<file path="src/rtl/sa_pkg.sv">
// Shared definitions for the systolic-array result collector.
// Holds the sample width, the number of results per convolution map,
// the collector FSM state encoding and the value used to seed the
// running max-pool register.
package sa_pkg;

    localparam int DATA_W  = 8;
    localparam int NUM_RES = 4;

    // idx runs 0..NUM_RES inclusive, so it needs one bit more than a slot index
    localparam int IDX_W = 3;
    localparam logic [IDX_W-1:0] NUM_RES_IDX = IDX_W'(NUM_RES);

    // Most negative two's complement value, so the first sample always wins the max
    localparam logic [DATA_W-1:0] MOST_NEG = {1'b1, {(DATA_W-1){1'b0}}};

    typedef enum logic [1:0] {
        IDLE    = 2'd0,
        COLLECT = 2'd1,
        VALID   = 2'd2
    } state_t;

endpackage

</file>
<file path="src/rtl/sa_relu_max.sv">
// Combinational ReLU followed by a signed two-input maximum.
// Ports:
//   sample  : raw result sample from the array (two's complement)
//   run_max : current running maximum of the map
//   relu_q  : ReLU enable latched at start
//   v       : sample after optional ReLU (negative values forced to 0)
//   new_max : signed max(run_max, v)
module sa_relu_max
    import sa_pkg::*;
(
    input  logic [DATA_W-1:0] sample,
    input  logic [DATA_W-1:0] run_max,
    input  logic              relu_q,
    output logic [DATA_W-1:0] v,
    output logic [DATA_W-1:0] new_max
);

    // ReLU only needs the sign bit; then a plain signed compare picks the max
    always_comb begin
        v       = (relu_q && sample[DATA_W-1]) ? '0 : sample;
        new_max = ($signed(v) > $signed(run_max)) ? v : run_max;
    end

endmodule

</file>
<file path="src/rtl/sa_result_collector.sv">
// Downstream collector for the systolic-array convolution engine.
// Gathers four serial results into a 2x2 map (row-major), applies an
// optional ReLU, tracks a 2x2 max-pool value and hands the finished map
// to the next stage with a valid/ready handshake. Protocol violations
// from the array raise a sticky error flag.
// Ports:
//   clk, reset            : clock, asynchronous active-low reset
//   start, relu_en        : arm a new collection, ReLU select sampled on start
//   sa_en_result, sa_result, sa_done : result stream from the array
//   out_ready             : downstream accepts the map
//   c_1_1..c_2_2          : captured map
//   pool_max              : signed maximum of the map
//   out_valid, busy       : handshake valid, collection in progress
//   proto_err             : sticky protocol error
module sa_result_collector
    import sa_pkg::*;
(
    input  logic              clk,
    input  logic              reset,
    input  logic              start,
    input  logic              relu_en,
    input  logic              sa_en_result,
    input  logic [DATA_W-1:0] sa_result,
    input  logic              sa_done,
    input  logic              out_ready,
    output logic [DATA_W-1:0] c_1_1,
    output logic [DATA_W-1:0] c_1_2,
    output logic [DATA_W-1:0] c_2_1,
    output logic [DATA_W-1:0] c_2_2,
    output logic [DATA_W-1:0] pool_max,
    output logic              out_valid,
    output logic              busy,
    output logic              proto_err
);

    state_t            state;
    state_t            next_state;
    logic [IDX_W-1:0]  idx;
    logic              relu_q;
    logic              accept;
    logic              overflow;
    logic [IDX_W-1:0]  count_now;
    logic [DATA_W-1:0] v;
    logic [DATA_W-1:0] new_max;

    sa_relu_max u_relu_max (
        .sample  (sa_result),
        .run_max (pool_max),
        .relu_q  (relu_q),
        .v       (v),
        .new_max (new_max)
    );

    // A strobe is taken only while slots remain; a strobe past the last slot is an overflow.
    // count_now includes the current strobe so done may arrive together with the last result.
    always_comb begin
        accept    = (state == COLLECT) && sa_en_result && (idx < NUM_RES_IDX);
        overflow  = (state == COLLECT) && sa_en_result && (idx == NUM_RES_IDX);
        count_now = idx + {{(IDX_W-1){1'b0}}, accept};
    end

    assign out_valid = (state == VALID);
    assign busy      = (state == COLLECT);

    always_ff @(posedge clk or negedge reset) begin
        if (!reset) state <= IDLE;
        else        state <= next_state;
    end

    // start overrides everything else, including a pending handshake
    always_comb begin
        next_state = state;
        if (start) begin
            next_state = COLLECT;
        end else begin
            unique case (state)
                IDLE:    next_state = IDLE;
                COLLECT: if (sa_done) next_state = (count_now == NUM_RES_IDX) ? VALID : IDLE;
                VALID:   if (out_ready) next_state = IDLE;
                default: next_state = IDLE;
            endcase
        end
    end

    // Map, pool and error registers; the map holds in IDLE and VALID until the next start
    always_ff @(posedge clk or negedge reset) begin
        if (!reset) begin
            idx       <= '0;
            c_1_1     <= '0;
            c_1_2     <= '0;
            c_2_1     <= '0;
            c_2_2     <= '0;
            pool_max  <= '0;
            relu_q    <= 1'b0;
            proto_err <= 1'b0;
        end else if (start) begin
            idx       <= '0;
            c_1_1     <= '0;
            c_1_2     <= '0;
            c_2_1     <= '0;
            c_2_2     <= '0;
            pool_max  <= MOST_NEG;
            relu_q    <= relu_en;
            proto_err <= 1'b0;
        end else begin
            if (accept) begin
                unique case (idx[1:0])
                    2'd0: c_1_1 <= v;
                    2'd1: c_1_2 <= v;
                    2'd2: c_2_1 <= v;
                    default: c_2_2 <= v;
                endcase
                idx      <= idx + 1'b1;
                pool_max <= new_max;
            end
            if (overflow || ((state == COLLECT) && sa_done && (count_now != NUM_RES_IDX))) begin
                proto_err <= 1'b1;
            end
            if ((state == VALID) && (sa_en_result || sa_done)) begin
                proto_err <= 1'b1;
            end
        end
    end

endmodule

</file>
<file path="config.mk">
export PLATFORM = sky130hd
export DESIGN_NAME = sa_result_collector
export DESIGN_NICKNAME = d
export VERILOG_FILES = /design/src/rtl/sa_pkg.sv /design/src/rtl/sa_relu_max.sv /design/src/rtl/sa_result_collector.sv
export SDC_FILE = /design/constraint.sdc
export NUM_CORES = 1
export LEC_CHECK = 0
export ABC_AREA = 1
export CAP_MARGIN = 10
export CORE_UTILIZATION = 39
export DETAILED_ROUTE_END_ITERATION = 8
export GPL_ROUTABILITY_DRIVEN = 1
export GPL_TIMING_DRIVEN = 1
export HOLD_SLACK_MARGIN = 0.05
export PLACE_DENSITY_LB_ADDON = 0.1
export SYNTH_ARGS = -nofsm -noshare
export SYNTH_HDL_FRONTEND = slang
export SYNTH_SLANG_ARGS = --single-unit
</file>
<file path="constraint.sdc">
create_clock -name clk -period 2.2 [get_ports clk]
set_input_delay 0.22 -clock clk [delete_from_list [all_inputs] [get_ports clk]]
set_output_delay 0.22 -clock clk [all_outputs]
set_load 0.02 [all_outputs]
</file>
==> run summary, run 1 <==
Ant. Diodes -> 0
Most frequent cells in the layout -> nand2_1 (88), clkdlybuf4s50_1 (56), dfrtp_1 (47)
CTS max path bufs -> 2
CTS sink cnt -> 47
Layout cells sized above 1 -> 13.7%
CTS root buf -> clkbuf_8
Fin worst setup slack -> 0.303 ns
VDD IR max -> 0.395 mV
Die area -> 6410 µm²
Syn Nets -> 300
Setup crit end kind -> flip-flop
Worst slack, placed -> -0.113 ns
Leak -> 1.62 nW
Clock network fraction of total power -> 30.3%
Synthesized cell area -> 2380 µm²
WHS Endpoint -> c_1_1[3]
Die width -> 80.1 µm
Sw Share -> 30.2%
Pwr Total -> 0.00223 W
Clk_lat worst skew -> 0.30 ns
Drt wl/cell -> 13.2 µm
Count of input and output buffers -> 57
Flop-to-flop setup slack -> 0.33 ns
Worst slew pin tran -> 0.606 ns
Switch Pwr -> 0.000674 W
Chip Height -> 80.1 µm
Global route overflow -> 0
Num CTS Buffers -> 5
Iter 0 DRT Violations -> 111
Worst-path fanout max -> 9
Post-CTS Setup Bufs -> 0
Commonest non-fill, non-tap cell in the layout -> nand2_1
Hold Path Class -> reg2reg
Core area -> 5890 µm²
Io pins -> 58
Final WL -> 5520 µm
Final setup TNS -> 0 ns
Cells after Synth -> 271
P&R area growth vs syn -> 35.2%
Internal power -> 0.00156 W
Htree depth -> 2
Hold slack -> 0.479 ns
Critical path class -> in2reg
Number of distinct library cells after synthesis -> 27
MaxCap Viol Count -> 0
Part of the Yosys area used for sequential elements -> 49.5%
Period utilization -> 86.2%
Final core utilization -> 54.6%
Final net count -> 371
Mean area per synthesized cell -> 8.77 µm²
# rows -> 28
CTS tree -> built
Yosys warns -> 0
Vias per inst -> 4.64
First-pass GRT wire length -> 9130 µm
Worst R2R Path Depth -> 12
Residual DRC count -> 0
Vias in the first global route -> 1,929
Max-slew violations -> 0
HPWL after detailed placement -> 4000 µm
Initial Util -> 40.4%
Initial antenna violation count -> 0
FMAX -> 527 MHz
Arrival @ worst endpoint -> 2.10 ns
Pwr dens -> 694 nW/µm²
Flop pwr share -> 44.2%
Relative slew slack -> 59.6%
RePlAce Congestion -> 0.861
Drt first pass iters -> 6
Critical path required time -> 2.40 ns
Reg2reg end -> pool_max[5]
Clock slew at reported path FFs -> 0.09 ns
Gr usage total -> 19.1%
Remaining antenna violation count -> 0
Hold path start -> c_1_1[3]
Clock skew -> 0.00557 ns
Largest net degree at the start of global routing -> 48
Synthesis-stage register bit count -> 47
Logic pwr share -> 25.5%
CP Launch Type -> input port
RSZ-0062 raised after global routing -> no
Minimum clock period -> 1.90 ns
Hold Vio Cnt, Final -> 0
Final setup violation count -> 0
Layout fillers -> 557
DR vias -> 1,939
Reg-to-reg startpoint -> relu_q
Outcome -> complete, no violations
Hold Path Stages -> 2
==> worst max-delay path by stage <==
stage,from,to,slack (ns),cells after the start
finish,sa_result[7],pool_max[5],0.30,15
global route,relu_q,pool_max[7],0.09,12
CTS,relu_q,pool_max[5],0.16,12
detailed placement,sa_result[7],pool_max[5],-0.11,13
global placement,sa_result[7],pool_max[1],-0.003,13
floorplan,relu_q,pool_max[3],0.35,12
==> metal layers <==
| metal | routed length (µm) | GRT usage (%) |
|---|---|---|
| met1 | 2530 | 24.4 |
| met2 | 2730 | 32.4 |
| met4 | 82 | 6.43 |
| met3 | 186 | 3.75 |
| met5 | 0 | 0 |
==> sequential cells by signal, summed over array words and instances, names as in the netlist <==
signal	flops
c_1_1	8
c_1_2	8
c_2_1	8
c_2_2	8
idx	3
pool_max	8
proto_err	1
relu_q	1
state	2
==> synth_stat cells <==
cell / number / area, µm²
o21ai_1: 5 / 25.0
nor3_1: 3 / 15.0
a21oi_1: 6 / 30.0
dfrtp_1: 47 / 1180
nand3_1: 16 / 80.1
nand2_1: 88 / 330
nand2_2: 3 / 18.8
inv_1: 32 / 120
buf_2: 1 / 5.00
mux2_2: 4 / 45.0
a41oi_1: 1 / 8.76
clkinv_2: 1 / 5.00
o21ai_0: 8 / 40.0
o31ai_1: 1 / 7.51
inv_2: 3 / 11.3
nor2_4: 1 / 11.3
clkinv_1: 1 / 3.75
buf_4: 1 / 7.51
clkbuf_8: 1 / 13.8
nand4_1: 4 / 25.0
nand3_4: 1 / 17.5
nor2_1: 15 / 56.3
ha_1: 14 / 175
buf_6: 3 / 33.8
nor2_8: 1 / 20.0
o21ai_2: 7 / 61.3
nand2_4: 3 / 33.8
==> through the flow <==
stage	cells	instance area, µm²
2_1_floorplan	271	2380
3_3_place_gp	409	3080
4_1_cts	418	3210
5_1_grt	418	3210
6_report	418	3210
3_5_place_dp	409	3080
==> final cells by class <==
cell class,count,area [µm²],share of cell area (%)
sequential,47,1180,36.6
multi-input combinational,181,1000,31.2
timing repair buffer,70,678,21.1
inverter,37,140,4.36
tap,75,93.8,2.92
clock buffer,6,82.6,2.57
clock inverter,2,38.8,1.21
==> cell families after synthesis <==
group / share of synthesized area [%]
AO/OA/AOI/OAI: 7.26
buffers and inverters: 8.42
adder cells (fa/ha/maj): 7.37
flip-flops: 49.5
multiplexers: 1.89
AND/OR/NAND/NOR: 25.6
==> power by group through the flow <==
stage | logic, W | registers, W | clock network (W)
floorplan | 0.000241 | 0.00107 | 0
global placement | 0.000564 | 0.00100 | 0
detailed placement | 0.000572 | 0.00100 | 0
CTS | 0.000576 | 0.000986 | 0.000701
global route | 0.000630 | 0.000995 | 0.000731
finish | 0.000568 | 0.000986 | 0.000677
==> what timing repair did <==
| action | 4_1_cts | 5_1_grt |
|---|---|---|
| hold buffers | 1 | 0 |
| endpoints found under the setup margin | 0 | 8 |
| hold endpoints to repair | 47 | 0 |
| resized for setup | 0 | 2 |
==> critical path, stage by stage <==
cell and delay [ns]:
clkdlybuf4s50_1 0.48, nand2_1 0.08, inv_2 0.11, buf_4 0.13, nor2_1 0.04, ha_1 0.27
nand2_1 0.05, nor2_1 0.12, nand4_1 0.09, nand2_1 0.09, clkinv_2 0.07, nand3_4 0.14
nand2_4 0.09, nand2_1 0.06, nand2_1 0.05
Note: power is estimated with default switching activity, not from simulation.
==> inputs of run 2 (changes only) <==
--- a/config.mk
+++ b/config.mk
@@ -6,12 +6,13 @@
 export NUM_CORES = 1
 export LEC_CHECK = 0
 export ABC_AREA = 1
-export CAP_MARGIN = 10
+export CAP_MARGIN = 20
 export CORE_UTILIZATION = 39
 export DETAILED_ROUTE_END_ITERATION = 8
 export GPL_ROUTABILITY_DRIVEN = 1
 export GPL_TIMING_DRIVEN = 1
 export HOLD_SLACK_MARGIN = 0.05
+export MAX_ROUTING_LAYER = met4
 export PLACE_DENSITY_LB_ADDON = 0.1
 export SYNTH_ARGS = -nofsm -noshare
 export SYNTH_HDL_FRONTEND = slang
==> run 2 against run 1 <==
  * Cell area unchanged
  * Largest power group unchanged
  * Via count up 0.26%
  * Total power about the same
  * Worst hold slack about the same
  * Utilization unchanged
  * Largest cell class unchanged
  * Critical path depth unchanged
  * Cell count unchanged
  * First-iteration DRC count up 6.3%
  * Wire length down 0.27%
  * Combinational power about the same
==> run summary, run 2 (synthesis gave the netlist of run 1 again) <==
Layout fillers -> 557 (unchanged)
Hold Vio Cnt, Final -> 0 (unchanged)
FMAX -> 528 MHz (was 527 MHz)
Setup crit end kind -> flip-flop (unchanged)
Ant. Diodes -> 0 (unchanged)
Post-CTS Setup Bufs -> 0 (unchanged)
Die area -> 6410 µm² (unchanged)
Num CTS Buffers -> 5 (unchanged)
Core area -> 5890 µm² (unchanged)
Initial antenna violation count -> 0 (unchanged)
RePlAce Congestion -> 0.875 (was 0.861)
Pwr dens -> 694 nW/µm² (about the same)
HPWL after detailed placement -> 4000 µm (unchanged)
Final Cell Area -> 3210 µm² (unchanged)
CP Launch Type -> input port (unchanged)
Initial Util -> 40.4% (unchanged)
Relative slew slack -> 59.7% (was 59.6%)
Global route overflow -> 0 (unchanged)
Final setup TNS -> 0 ns (unchanged)
DP Cell Count -> 409 (unchanged)
Drt wl/cell -> 13.2 µm (about the same)
Hold Path Class -> reg2reg (unchanged)
Outcome -> complete, no violations (unchanged)
Final setup violation count -> 0 (unchanged)
Critical path required time -> 2.40 ns (about the same)
CTS max path bufs -> 2 (unchanged)
Period utilization -> 86.1% (was 86.2%)
Most frequent cells in the layout -> nand2_1 (88), clkdlybuf4s50_1 (56), dfrtp_1 (47) (unchanged)
Hold Path Stages -> 2 (unchanged)
Largest net degree at the start of global routing -> 48 (unchanged)
Count of input and output buffers -> 57 (unchanged)
DR vias -> 1,944 (was 1,939)
P&R area growth vs syn -> 35.2% (unchanged)
Die width -> 80.1 µm (unchanged)
CTS root buf -> clkbuf_8 (unchanged)
CTS sink cnt -> 47 (unchanged)
Residual DRC count -> 0 (unchanged)
Layout cells sized above 1 -> 13.7% (unchanged)
Arrival @ worst endpoint -> 2.10 ns (about the same)
Vias in the first global route -> 1,932 (was 1,929)
Final core utilization -> 54.6% (unchanged)
Htree depth -> 2 (unchanged)
Worst-path fanout max -> 9 (unchanged)
Vias per inst -> 4.65 (was 4.64)
Worst R2R Path Depth -> 12 (unchanged)
Pwr Total -> 0.00223 W (about the same)
Commonest non-fill, non-tap cell in the layout -> nand2_1 (unchanged)
Critical path class -> in2reg (unchanged)
RSZ-0062 raised after global routing -> no (unchanged)
# rows -> 28 (unchanged)
First-pass GRT wire length -> 9130 µm (unchanged)
Max-slew violations -> 0 (unchanged)
Final net count -> 371 (unchanged)
Clk_lat worst skew -> 0.30 ns (about the same)
Gr usage total -> 19.7% (was 19.1%)
Leak -> 1.62 nW (unchanged)
VDD IR max -> 0.396 mV (was 0.395 mV)
Iter 0 DRT Violations -> 118 (was 111)
DP Area -> 3080 µm² (unchanged)
CTS tree -> built (unchanged)
Final WL -> 5510 µm (was 5520 µm)
Io pins -> 58 (unchanged)
Final std cells w/o fill -> 418 (unchanged)
Minimum clock period -> 1.89 ns (was 1.90 ns)
Drt first pass iters -> 6 (unchanged)
Clock slew at reported path FFs -> 0.09 ns (about the same)
Clock skew -> 0.00391 ns (was 0.00557 ns)
Worst slew pin tran -> 0.604 ns (was 0.606 ns)
MaxCap Viol Count -> 0 (unchanged)
Chip Height -> 80.1 µm (unchanged)
Remaining antenna violation count -> 0 (unchanged)
## run 2: per-layer routing
metal / global-route usage [%] / wire [µm] / up-vias
met4: 6.43 / 81 / 0
met3: 3.75 / 190 / 6
li1: - / - / 994
met1: 24.4 / 2510 / 902
met2: 32.4 / 2720 / 42
met5: - / 0 / -
## run 2: path summary, 6_finish.rpt
check | to | from | slack (ns)
worst max-delay path | pool_max[5] | sa_result[7] | 0.31
worst min-delay path | c_1_1[3] | c_1_1[3] | 0.48
worst max register to register | pool_max[5] | relu_q | 0.33
worst min register to register | c_1_1[3] | c_1_1[3] | 0.48
max in group asynchronous | pool_max[0] | reset | 1.26
min in group asynchronous | state[1] | reset | 0.53
## run 2: critical path, cell delays in order
cell and delay, ns:
clkdlybuf4s50_1 0.48, nand2_1 0.08, inv_2 0.11, buf_4 0.13
nor2_1 0.04, ha_1 0.27, nand2_1 0.05, nor2_1 0.12
nand4_1 0.09, nand2_1 0.09, clkinv_2 0.07, nand3_4 0.14
nand2_4 0.09, nand2_1 0.06, nand2_1 0.05
## run 2: report_power, final
part	total, W	internal [W]	leakage, nW	switching, W
sequential	0.000985	0.000934	0.621	0.0000514
combinational	0.000568	0.000248	0.942	0.000320
clock	0.000675	0.000374	0.0618	0.000301
total	0.00223	0.00156	1.62	0.000672
## run 2: what timing repair did
item | 4_1_cts | 5_1_grt
setup endpoints to repair | 0 | 8
hold buffers | 1 | 0
hold endpoints to repair | 47 | 0
resized for setup | 0 | 2
## run 2: area by class of cell
type	instances	area, µm²	share of cell area (%)
timing repair buffer	70	678	21.1
clock inverter	2	38.8	1.21
sequential	47	1180	36.6
inverter	37	140	4.36
multi-input combinational	181	1000	31.2
clock buffer	6	82.6	2.57
tap	75	93.8	2.92
## run 2: per-stage QoR
stage                     hold slack [ns]  setup slack, ns
after CTS                           0.479            0.162
after detailed placement            0.363           -0.113
after floorplan                   -0.0756            0.350
final                               0.478            0.306
after global placement              0.361         -0.00326
after global routing                0.498           0.0909
==> inputs of run 3 (changes only) <==
==> constraint.sdc (replaced) <==
create_clock -name clk -period 2.45 [get_ports clk]
set_input_delay 0.245 -clock clk [delete_from_list [all_inputs] [get_ports clk]]
set_output_delay 0.245 -clock clk [all_outputs]
set_load 0.02 [all_outputs]
==> run 3 against run 2 <==
  * Utilization shrank 1.3 points
  * Critical path depth is the same
  * Cell count shrank 1.2%
  * Combinational power shrank 12%
  * Setup slack gained 0.11 ns
  * Largest cell class unchanged
==> run summary, run 3 (synthesis gave the netlist of run 1 again) <==
Most frequent cells in the layout -> nand2_1 (88), clkdlybuf4s50_1 (56), dfrtp_1 (47) (unchanged)
P&R area growth vs syn -> 32.0% (was 35.2%)
Residual DRC count -> 0 (unchanged)
Hold Path Class -> in2async (was reg2reg)
Commonest non-fill, non-tap cell in the layout -> nand2_1 (unchanged)
Die area -> 6410 µm² (unchanged)
CTS sink cnt -> 47 (unchanged)
Hold slack -> 0.407 ns (was 0.478 ns)
Critical path class -> reg2reg (was in2reg)
Max-slew violations -> 0 (unchanged)
RePlAce Congestion -> 0.862 (was 0.875)
Minimum clock period -> 2.03 ns
Final Cell Area -> 3140 µm² (was 3210 µm²)
Drt first pass iters -> 6 (unchanged)
Pwr Total -> 0.00189 W (was 0.00223 W)
RSZ-0062 raised after global routing -> no (unchanged)
# rows -> 28 (unchanged)
Clock slew at reported path FFs -> 0.10 ns (was 0.09 ns)
Final setup violation count -> 0 (unchanged)
Worst slack, placed -> 0.138 ns (was -0.113 ns)
Initial Util -> 40.4% (unchanged)
Critical path required time -> 2.69 ns (was 2.40 ns)
VDD IR max -> 0.273 mV (was 0.396 mV)
Vias in the first global route -> 1,889 (was 1,932)
Drt wl/cell -> 13.6 µm (was 13.2 µm)
Clk_lat worst skew -> 0.30 ns (about the same)
Layout fillers -> 574 (was 557)
Global route overflow -> 0 (unchanged)
Htree depth -> 2 (unchanged)
Outcome -> complete, no violations (unchanged)
FMAX -> 492 MHz
Clock skew -> 0.0142 ns (was 0.00391 ns)
Die width -> 80.1 µm (unchanged)
CTS root buf -> clkbuf_8 (unchanged)
Iter 0 DRT Violations -> 83 (was 118)
Worst-path fanout max -> 9 (unchanged)
Fin worst setup slack -> 0.416 ns (was 0.306 ns)
MaxCap Viol Count -> 0 (unchanged)
Leak -> 1.58 nW (was 1.62 nW)
Core area -> 5890 µm² (unchanged)
CP Launch Type -> flip-flop (was input port)
Chip Height -> 80.1 µm (unchanged)
Layout cells sized above 1 -> 11.8% (was 13.7%)
Worst slew pin tran -> 0.534 ns (was 0.604 ns)
Final setup TNS -> 0 ns (unchanged)
CTS max path bufs -> 2 (unchanged)
Initial antenna violation count -> 0 (unchanged)
DR vias -> 1,948 (was 1,944)
Setup crit end kind -> flip-flop (unchanged)
Final net count -> 366 (was 371)
Final WL -> 5600 µm (was 5510 µm)
Io pins -> 58 (unchanged)
Pwr dens -> 601 nW/µm² (was 694 nW/µm²)
HPWL after detailed placement -> 4090 µm (was 4000 µm)
CTS tree -> built (unchanged)
Period utilization -> 83.0%
DP Area -> 3030 µm² (was 3080 µm²)
Largest net degree at the start of global routing -> 31 (was 48)
Ant. Diodes -> 0 (unchanged)
Post-CTS Setup Bufs -> 0 (unchanged)
Num CTS Buffers -> 5 (unchanged)
Vias per inst -> 4.72 (was 4.65)
Gr usage total -> 19.9% (was 19.7%)
First-pass GRT wire length -> 9160 µm (was 9130 µm)
Relative slew slack -> 64.4% (was 59.7%)
Hold Vio Cnt, Final -> 0 (unchanged)
Remaining antenna violation count -> 0 (unchanged)
Arrival @ worst endpoint -> 2.27 ns (was 2.10 ns)
Count of input and output buffers -> 57 (unchanged)
==> run 3: power breakdown <==
| group | total, W | switching [W] | internal, W |
|---|---|---|---|
| Combinational | 0.000501 | 0.000288 | 0.000213 |
| Sequential | 0.000884 | 0.0000451 | 0.000839 |
| Clock | 0.000502 | 0.000272 | 0.000231 |
| Total | 0.00189 | 0.000605 | 0.00128 |
==> run 3: layout make-up <==
| cell class | count | area (µm²) | share of cell area [%] |
|---|---|---|---|
| inverter | 37 | 140 | 4.47 |
| tap | 75 | 93.8 | 2.99 |
| multi-input combinational | 181 | 1000 | 31.9 |
| clock inverter | 2 | 16.3 | 0.518 |
| sequential | 47 | 1180 | 37.5 |
| timing repair buffer | 65 | 628 | 20.0 |
| clock buffer | 6 | 82.6 | 2.63 |
==> run 3: per-layer routing <==
layer | routed length (µm) | track usage [%] | vias to the layer above
met5 | 0 | - | -
met4 | 116 | 7.86 | 0
met3 | 281 | 3.18 | 11
met2 | 2650 | 31.6 | 56
met1 | 2560 | 25.5 | 895
li1 | - | - | 986
==> run 3: worst paths after layout <==
check | startpoint | slack, ns | cells after the start | end
setup / recovery | relu_q | 0.42 | 15 | pool_max[2]
hold / removal | reset | 0.41 | 2 | proto_err
setup reg to reg | relu_q | 0.42 | 15 | pool_max[2]
hold reg to reg | c_1_1[3] | 0.48 | 2 | c_1_1[3]
max in group asynchronous | reset | 1.28 | 3 | c_2_2[1]
min in group clk | c_1_1[3] | 0.48 | 2 | c_1_1[3]
==> run 3: repair_timing <==
item,CTS,global route
hold endpoints to repair,17,0
gates resized for setup,0,0
hold buffers,1,0
==> run 3: through the flow <==
stage / utilization [%] / cells
after floorplan: - / 271
after global placement: 51.5 / 404
after detailed placement: 51.5 / 404
after CTS: 53.3 / 413
after global routing: 53.3 / 413
final: 53.3 / 413
==> run 3: critical path: stages (launching register included) <==
cell and delay, ns:
dfrtp_1 0.39, nand2_1 0.08, clkinv_1 0.15, nor2_1 0.22, ha_1 0.27, nand2_1 0.05, inv_1 0.05, nand2_1 0.06
nand2_1 0.05, nand2_1 0.08, nand2_1 0.06, nand2_1 0.12, nand3_4 0.14, nand2_4 0.13, nand2_1 0.06, nand2_1 0.06
